[src/rtl/cpu_multicycle.sv]
// Multi-cycle MIPS subset core sequenced by a FETCH/DECODE/EXEC/MEM/WB/HALT state machine.
// One shared memory port serves both instruction fetch and load/store, with a ready handshake.
module cpu_multicycle #(
    parameter logic [31:0] RESET_PC        = 32'h0000_0000,
    parameter bit          HALT_ON_ILLEGAL = 1'b1
) (
    input  logic        clk,
    input  logic        reset,
    output logic        mem_req,
    output logic        mem_we,
    output logic [31:0] mem_addr,
    output logic [31:0] mem_wdata,
    input  logic [31:0] mem_rdata,
    input  logic        mem_ready,
    output logic [31:0] pc_out,
    output logic        retire,
    output logic        halted
);
    typedef enum logic [2:0] {FETCH, DECODE, EXEC, MEM, WB, HALT} state_t;

    localparam logic [5:0] OP_R    = 6'h00, OP_J   = 6'h02, OP_BEQ = 6'h04, OP_BNE = 6'h05,
                           OP_ADDI = 6'h08, OP_ORI = 6'h0D, OP_LUI = 6'h0F, OP_LW  = 6'h23,
                           OP_SW   = 6'h2B;
    localparam logic [5:0] FN_ADD = 6'h20, FN_ADDU = 6'h21, FN_SUB = 6'h22, FN_AND = 6'h24,
                           FN_OR  = 6'h25, FN_NOR  = 6'h27, FN_SLT = 6'h2A;

    state_t      state_q, state_d;
    logic [31:0] pc_q, pc_d, ir_q, ir_d, a_q, a_d, b_q, b_d;
    logic [31:0] alu_q, alu_d, mdr_q, mdr_d;
    logic [31:0] rf_q [32];
    logic        rf_we;
    logic [4:0]  rf_waddr;
    logic [31:0] rf_wdata;

    logic [5:0]  opcode, funct;
    logic [4:0]  rs, rt, rd;
    logic [31:0] imm_sext, imm_zext, r_result;
    logic        legal;

    assign opcode   = ir_q[31:26];
    assign rs       = ir_q[25:21];
    assign rt       = ir_q[20:16];
    assign rd       = ir_q[15:11];
    assign funct    = ir_q[5:0];
    assign imm_sext = {{16{ir_q[15]}}, ir_q[15:0]};
    assign imm_zext = {16'h0000, ir_q[15:0]};

    always_comb begin
        legal = 1'b0;
        case (opcode)
            OP_R: begin
                case (funct)
                    FN_ADD, FN_ADDU, FN_SUB, FN_AND, FN_OR, FN_NOR, FN_SLT: legal = 1'b1;
                    default: legal = 1'b0;
                endcase
            end
            OP_J, OP_BEQ, OP_BNE, OP_ADDI, OP_ORI, OP_LUI, OP_LW, OP_SW: legal = 1'b1;
            default: legal = 1'b0;
        endcase
    end

    // Overflow is deliberately ignored: add and addu are the same wrap-around sum.
    always_comb begin
        r_result = '0;
        case (funct)
            FN_ADD, FN_ADDU: r_result = a_q + b_q;
            FN_SUB:          r_result = a_q - b_q;
            FN_AND:          r_result = a_q & b_q;
            FN_OR:           r_result = a_q | b_q;
            FN_NOR:          r_result = ~(a_q | b_q);
            FN_SLT:          r_result = {31'b0, $signed(a_q) < $signed(b_q)};
            default:         r_result = '0;
        endcase
    end

    always_comb begin
        state_d = state_q;
        pc_d    = pc_q;
        ir_d    = ir_q;
        a_d     = a_q;
        b_d     = b_q;
        alu_d   = alu_q;
        mdr_d   = mdr_q;
        case (state_q)
            FETCH: begin
                if (mem_ready) begin
                    ir_d    = mem_rdata;
                    pc_d    = pc_q + 32'd4;
                    state_d = DECODE;
                end
            end
            DECODE: begin
                a_d   = rf_q[rs];
                b_d   = rf_q[rt];
                // PC already points past this instruction, so this is the branch target.
                alu_d = pc_q + {imm_sext[29:0], 2'b00};
                if (!legal) state_d = HALT_ON_ILLEGAL ? HALT : FETCH;
                else        state_d = EXEC;
            end
            EXEC: begin
                state_d = FETCH;
                case (opcode)
                    OP_R:        begin alu_d = r_result;              state_d = WB;  end
                    OP_ADDI:     begin alu_d = a_q + imm_sext;        state_d = WB;  end
                    OP_ORI:      begin alu_d = a_q | imm_zext;        state_d = WB;  end
                    OP_LUI:      begin alu_d = {ir_q[15:0], 16'h0};   state_d = WB;  end
                    OP_LW, OP_SW: begin alu_d = a_q + imm_sext;       state_d = MEM; end
                    OP_BEQ:      if (a_q == b_q) pc_d = alu_q;
                    OP_BNE:      if (a_q != b_q) pc_d = alu_q;
                    OP_J:        pc_d = {pc_q[31:28], ir_q[25:0], 2'b00};
                    default:     state_d = FETCH;
                endcase
            end
            MEM: begin
                if (mem_ready) begin
                    if (opcode == OP_SW) begin
                        state_d = FETCH;
                    end else begin
                        mdr_d   = mem_rdata;
                        state_d = WB;
                    end
                end
            end
            WB:      state_d = FETCH;
            HALT:    state_d = HALT;
            default: state_d = FETCH;
        endcase
    end

    always_ff @(posedge clk or negedge reset) begin
        if (!reset) begin
            state_q <= FETCH;
            pc_q    <= RESET_PC;
            ir_q    <= '0;
            a_q     <= '0;
            b_q     <= '0;
            alu_q   <= '0;
            mdr_q   <= '0;
        end else begin
            state_q <= state_d;
            pc_q    <= pc_d;
            ir_q    <= ir_d;
            a_q     <= a_d;
            b_q     <= b_d;
            alu_q   <= alu_d;
            mdr_q   <= mdr_d;
        end
    end

    assign rf_we    = (state_q == WB);
    assign rf_waddr = (opcode == OP_R) ? rd : rt;
    assign rf_wdata = (opcode == OP_LW) ? mdr_q : alu_q;

    // Entry 0 is cleared by reset and never written, so it always reads zero.
    always_ff @(posedge clk or negedge reset) begin
        if (!reset) begin
            for (int i = 0; i < 32; i++) rf_q[i] <= '0;
        end else if (rf_we && (rf_waddr != 5'd0)) begin
            rf_q[rf_waddr] <= rf_wdata;
        end
    end

    always_comb begin
        retire = 1'b0;
        case (state_q)
            DECODE:  retire = !legal && !HALT_ON_ILLEGAL;
            EXEC:    retire = (opcode == OP_BEQ) || (opcode == OP_BNE) || (opcode == OP_J);
            MEM:     retire = (opcode == OP_SW) && mem_ready;
            WB:      retire = 1'b1;
            default: retire = 1'b0;
        endcase
    end

    assign mem_req   = reset && ((state_q == FETCH) || (state_q == MEM));
    assign mem_we    = (state_q == MEM) && (opcode == OP_SW);
    assign mem_addr  = (state_q == MEM) ? {alu_q[31:2], 2'b00} : {pc_q[31:2], 2'b00};
    assign mem_wdata = b_q;
    assign pc_out    = pc_q;
    assign halted    = (state_q == HALT);
endmodule

[config.mk]
export PLATFORM = sky130hd
export DESIGN_NAME = cpu_multicycle
export DESIGN_NICKNAME = d
export VERILOG_FILES = /design/src/rtl/cpu_multicycle.sv
export SDC_FILE = /design/constraint.sdc
export NUM_CORES = 2
export LEC_CHECK = 0
export CAP_MARGIN = 5
export CORE_ASPECT_RATIO = 0.8
export CORE_MARGIN = 2
export CORE_UTILIZATION = 45
export DETAILED_ROUTE_END_ITERATION = 8
export PLACE_DENSITY = 0.69
export SYNTH_ARGS = -nofsm -noshare
export SYNTH_HDL_FRONTEND = slang
export SYNTH_SLANG_ARGS = --single-unit
[constraint.sdc]
create_clock -name clk -period 6.7 [get_ports clk]
set_input_delay 1.34 -clock clk [delete_from_list [all_inputs] [get_ports clk]]
set_output_delay 1.34 -clock clk [all_outputs]
set_load 0.01 [all_outputs]
==> results.cfg <==
[outcome]
outcome = complete, no violations

[grt]
track_usage_pct = 29.58
grt_pass1_wl_um = 352800
gr-total-overflow = 0
grt_max_degree = 178
antenna_found_initial = 10
first_global_vias = 53287

[detailed_routing]
first_pass_iters = 8
drt_iter0_drc = 6651
routed_wl_um = 236300
vias = 54919
ant_nets = 0
route.detailed.drc = 0
wl_per_cell_um = 27.74
vias_per_cell = 6.448

[yosys]
synth_edf_count = 0
yosys.area_share.xor_xnor_pct = 1.166
ys_seq_area_share_pct = 43.21
synth.mux.area_fraction_pct = 23.07
syn_avg_cell_area_um2 = 10.84
yosys.area_share.simple_pct = 10.08
async_reset_ff_share_pct = 100.0
synth_ff_type = dfrtp_1
syn_inst = 6514
synth_compound_area_share_pct = 14.78
synth_top_family_by_area = multiplexers
synth_adder_area_share_pct = 3.304
syn_area_um2 = 70590
synth_seq_cells = 1219
ys_warn_count = 0
synth_cell_type_count = 92

[pwr]
intPower_uw = 23160
pwr-share-clk_pct = 19.6
power.density_nw_per_um2 = 515.4
vdd_drop_max_v = 0.0004009
switching_share_pct = 42.47
p_seq_share_pct = 32.9
power.switching_uw = 17100
p_leak_uw = 0.03262
combPwrFrac_pct = 47.5

[floorplan]
ios = 135
die_area_um2 = 160100
coreArea_um2 = 155300
initial_core_util_pct = 45.46
die_x_um = 446.8
die-height_um = 358.3
rows = 129

[timing]
finClkSkew_ns = 0.04285
setup_slack_ns = 1.395
finalMaxSlewViolations = 0
whs_ns = 0.3920
period_needed_ns = 5.305
tns_ns = 0
fin_crit_sh_pct = 79.19
hold_viol_final = 0
rsz0062_at_grt = no
slew_headroom_pct = 14.43
worst_pin_slew_ns = 1.257
setup_viol = 0
max_freq_mhz = 188.5

[worst_hold_path]
hold_class = reg2reg
hold_path.startpoint = rf_q[1003]

[worst_setup_path]
crit_type = reg2out
reg2reg_slack_ns = 1.79
worst_r2r_endpoint = alu_q[30]
r2r_start = ir_q[1]
required_ns = 5.36
crit_start = ir_q[30]
critPathMaxFanout = 28
reg2regPathDepth = 9
cp.arrival_ns = 3.97
critPathLaunchType = flop
end_kind = output pin
endpoint = retire

[clocking]
post_cts_resized = 0
cts_root_buf = clkbuf_16
clk-insertion-delay-late_ns = 0.80
hold_buffers = 0
cts_tree = done
htreeDepth = 4
post-cts-setup-buffer-count = 0
cts_buffers = 133
cts_sinks = 1219
clock_path_buffers = 3
path_clk_slew_ns = 0.06

[place]
place_congestion = 1.020
io_buffers = 132
dp.final_hpwl_um = 150400
dpl_worst_slack_ns = 2.053

[layout]
nets = 6528
drive_above_1_share_pct = 19.99
nFillCells = 13503
area_delta_synth_final_pct = 10.65

[run]
drv_cap = 0
[logic make-up after synthesis]
group / Yosys count
buffers and inverters: 732
xor gates and xnor gates: 94
and+or+nand+nor: 1676
AOI/OAI and AO/OA: 1790
DFF: 1219
other: 1
muxes: 818
adders and majority gates: 184
[worst min path at each step]
stage,end,slack [ns],cells after the start
finish,rf_q[1003],0.39,0
global route,rf_q[999],0.41,0
CTS,rf_q[999],0.40,0
detailed placement,rf_q[999],0.38,0
global placement,rf_q[1009],0.38,0
floorplan,rf_q[1000],0.44,1
[power by group through the flow]
stage / Combinational (uW) / Sequential (uW) / Clock (uW)
2_1_floorplan: 13700 / 11700 / 0
3_3_place_gp: 18400 / 13000 / 0
3_5_place_dp: 18700 / 13200 / 0
4_1_cts: 18800 / 13100 / 7940
5_1_grt: 20400 / 13600 / 8230
6_report: 19100 / 13300 / 7870
[stage by stage]
step           utilization [%]  area (um2)  std cells  power (uW)
2_1_floorplan                -       70600       6515       25410
3_3_place_gp             47.29       73430       8270       31390
3_5_place_dp             47.29       73430       8270       31970
4_1_cts                  50.30       78100       8514       39900
5_1_grt                  50.30       78100       8514       42220
6_report                 50.30       78110       8517       40260
[routing by layer]
metal / GRT usage [%] / part of all wire (%) / up-vias
met5: 0 / 0.076 / -
met4: 12.32 / 4.3 / 6
met3: 7.269 / 10 / 545
met2: 44.05 / 45 / 3008
met1: 41.66 / 41 / 27948
li1: - / - / 23412
[synthesized netlist by cell type (37+ instances only)]
cell / count / area, um2
buf_1: 67 / 251.5
a21oi_2: 105 / 919.6
buf_2: 68 / 340.3
a21o_1: 38 / 285.3
ha_1: 180 / 2252
a22oi_1: 37 / 277.8
clkbuf_1: 426 / 1599
a21oi_1: 544 / 2723
dfrtp_1: 1219 / 30500
mux4_2: 640 / 14410
nor2_1: 620 / 2327
inv_1: 128 / 480.5
nand2_1: 773 / 2902
nor3_1: 52 / 260.3
o21ai_1: 43 / 215.2
nand3_1: 53 / 265.3
mux2_2: 74 / 833.3
xnor2_1: 75 / 656.9
o21ai_0: 722 / 3613
o22ai_1: 38 / 237.7
mux2i_1: 104 / 1041
[cell type report]
class                      instances  area (um2)  area share (%)
clock buffer                     185        3867           4.951
timing repair buffer             262        2520           3.226
sequential                      1219       30540           39.10
inverter                         129       489.2          0.6263
tap                             2096        2623           3.358
antenna                            3       7.507        0.009611
multi-input combinational       4564       37260           47.71
clock inverter                    59       800.8           1.025
[cell usage in the layout (no fill, tap or decap), types with 29 or more instances in the layout]
| master | Yosys | layout |
|---|---|---|
| mux2_2 | 74 | 74 |
| mux2i_2 | 0 | 29 |
| a22oi_1 | 37 | 37 |
| nand2_1 | 773 | 758 |
| clkdlybuf4s50_1 | 0 | 131 |
| a31oi_1 | 29 | 29 |
| o22ai_1 | 38 | 38 |
| xnor2_1 | 75 | 75 |
| buf_4 | 16 | 113 |
| clkbuf_16 | 0 | 136 |
| inv_1 | 128 | 128 |
| mux2i_1 | 104 | 72 |
| a21oi_2 | 105 | 105 |
| dfrtp_1 | 1219 | 1209 |
| nor3_1 | 52 | 49 |
| nand3_1 | 53 | 53 |
| o21ai_1 | 43 | 43 |
| o21ai_0 | 722 | 722 |
| a21oi_1 | 544 | 544 |
| ha_1 | 180 | 180 |
| a21o_1 | 38 | 38 |
| mux4_2 | 640 | 640 |
| nor2_1 | 620 | 619 |
[critical path, stage by stage, from the launching register on]
cell	delay [ns]
dfrtp_1	0.46
or2_1	0.33
or3_4	0.39
nor3b_4	0.17
buf_4	0.43
nor2_1	0.16
o22ai_1	0.21
nand2_1	0.09
o21ai_0	0.33
clkdlybuf4s50_1	0.63
[state kept, by name, indices dropped and copies added, names as in the netlist]
| register | cells |
|---|---|
| ir_q | 32 |
| pc_out | 32 |
| a_q | 32 |
| rf_q | 1024 |
| mem_wdata | 32 |
| state_q | 3 |
| alu_q | 32 |
| mdr_q | 32 |
No activity file was read; power rests on OpenSTA's default activity.
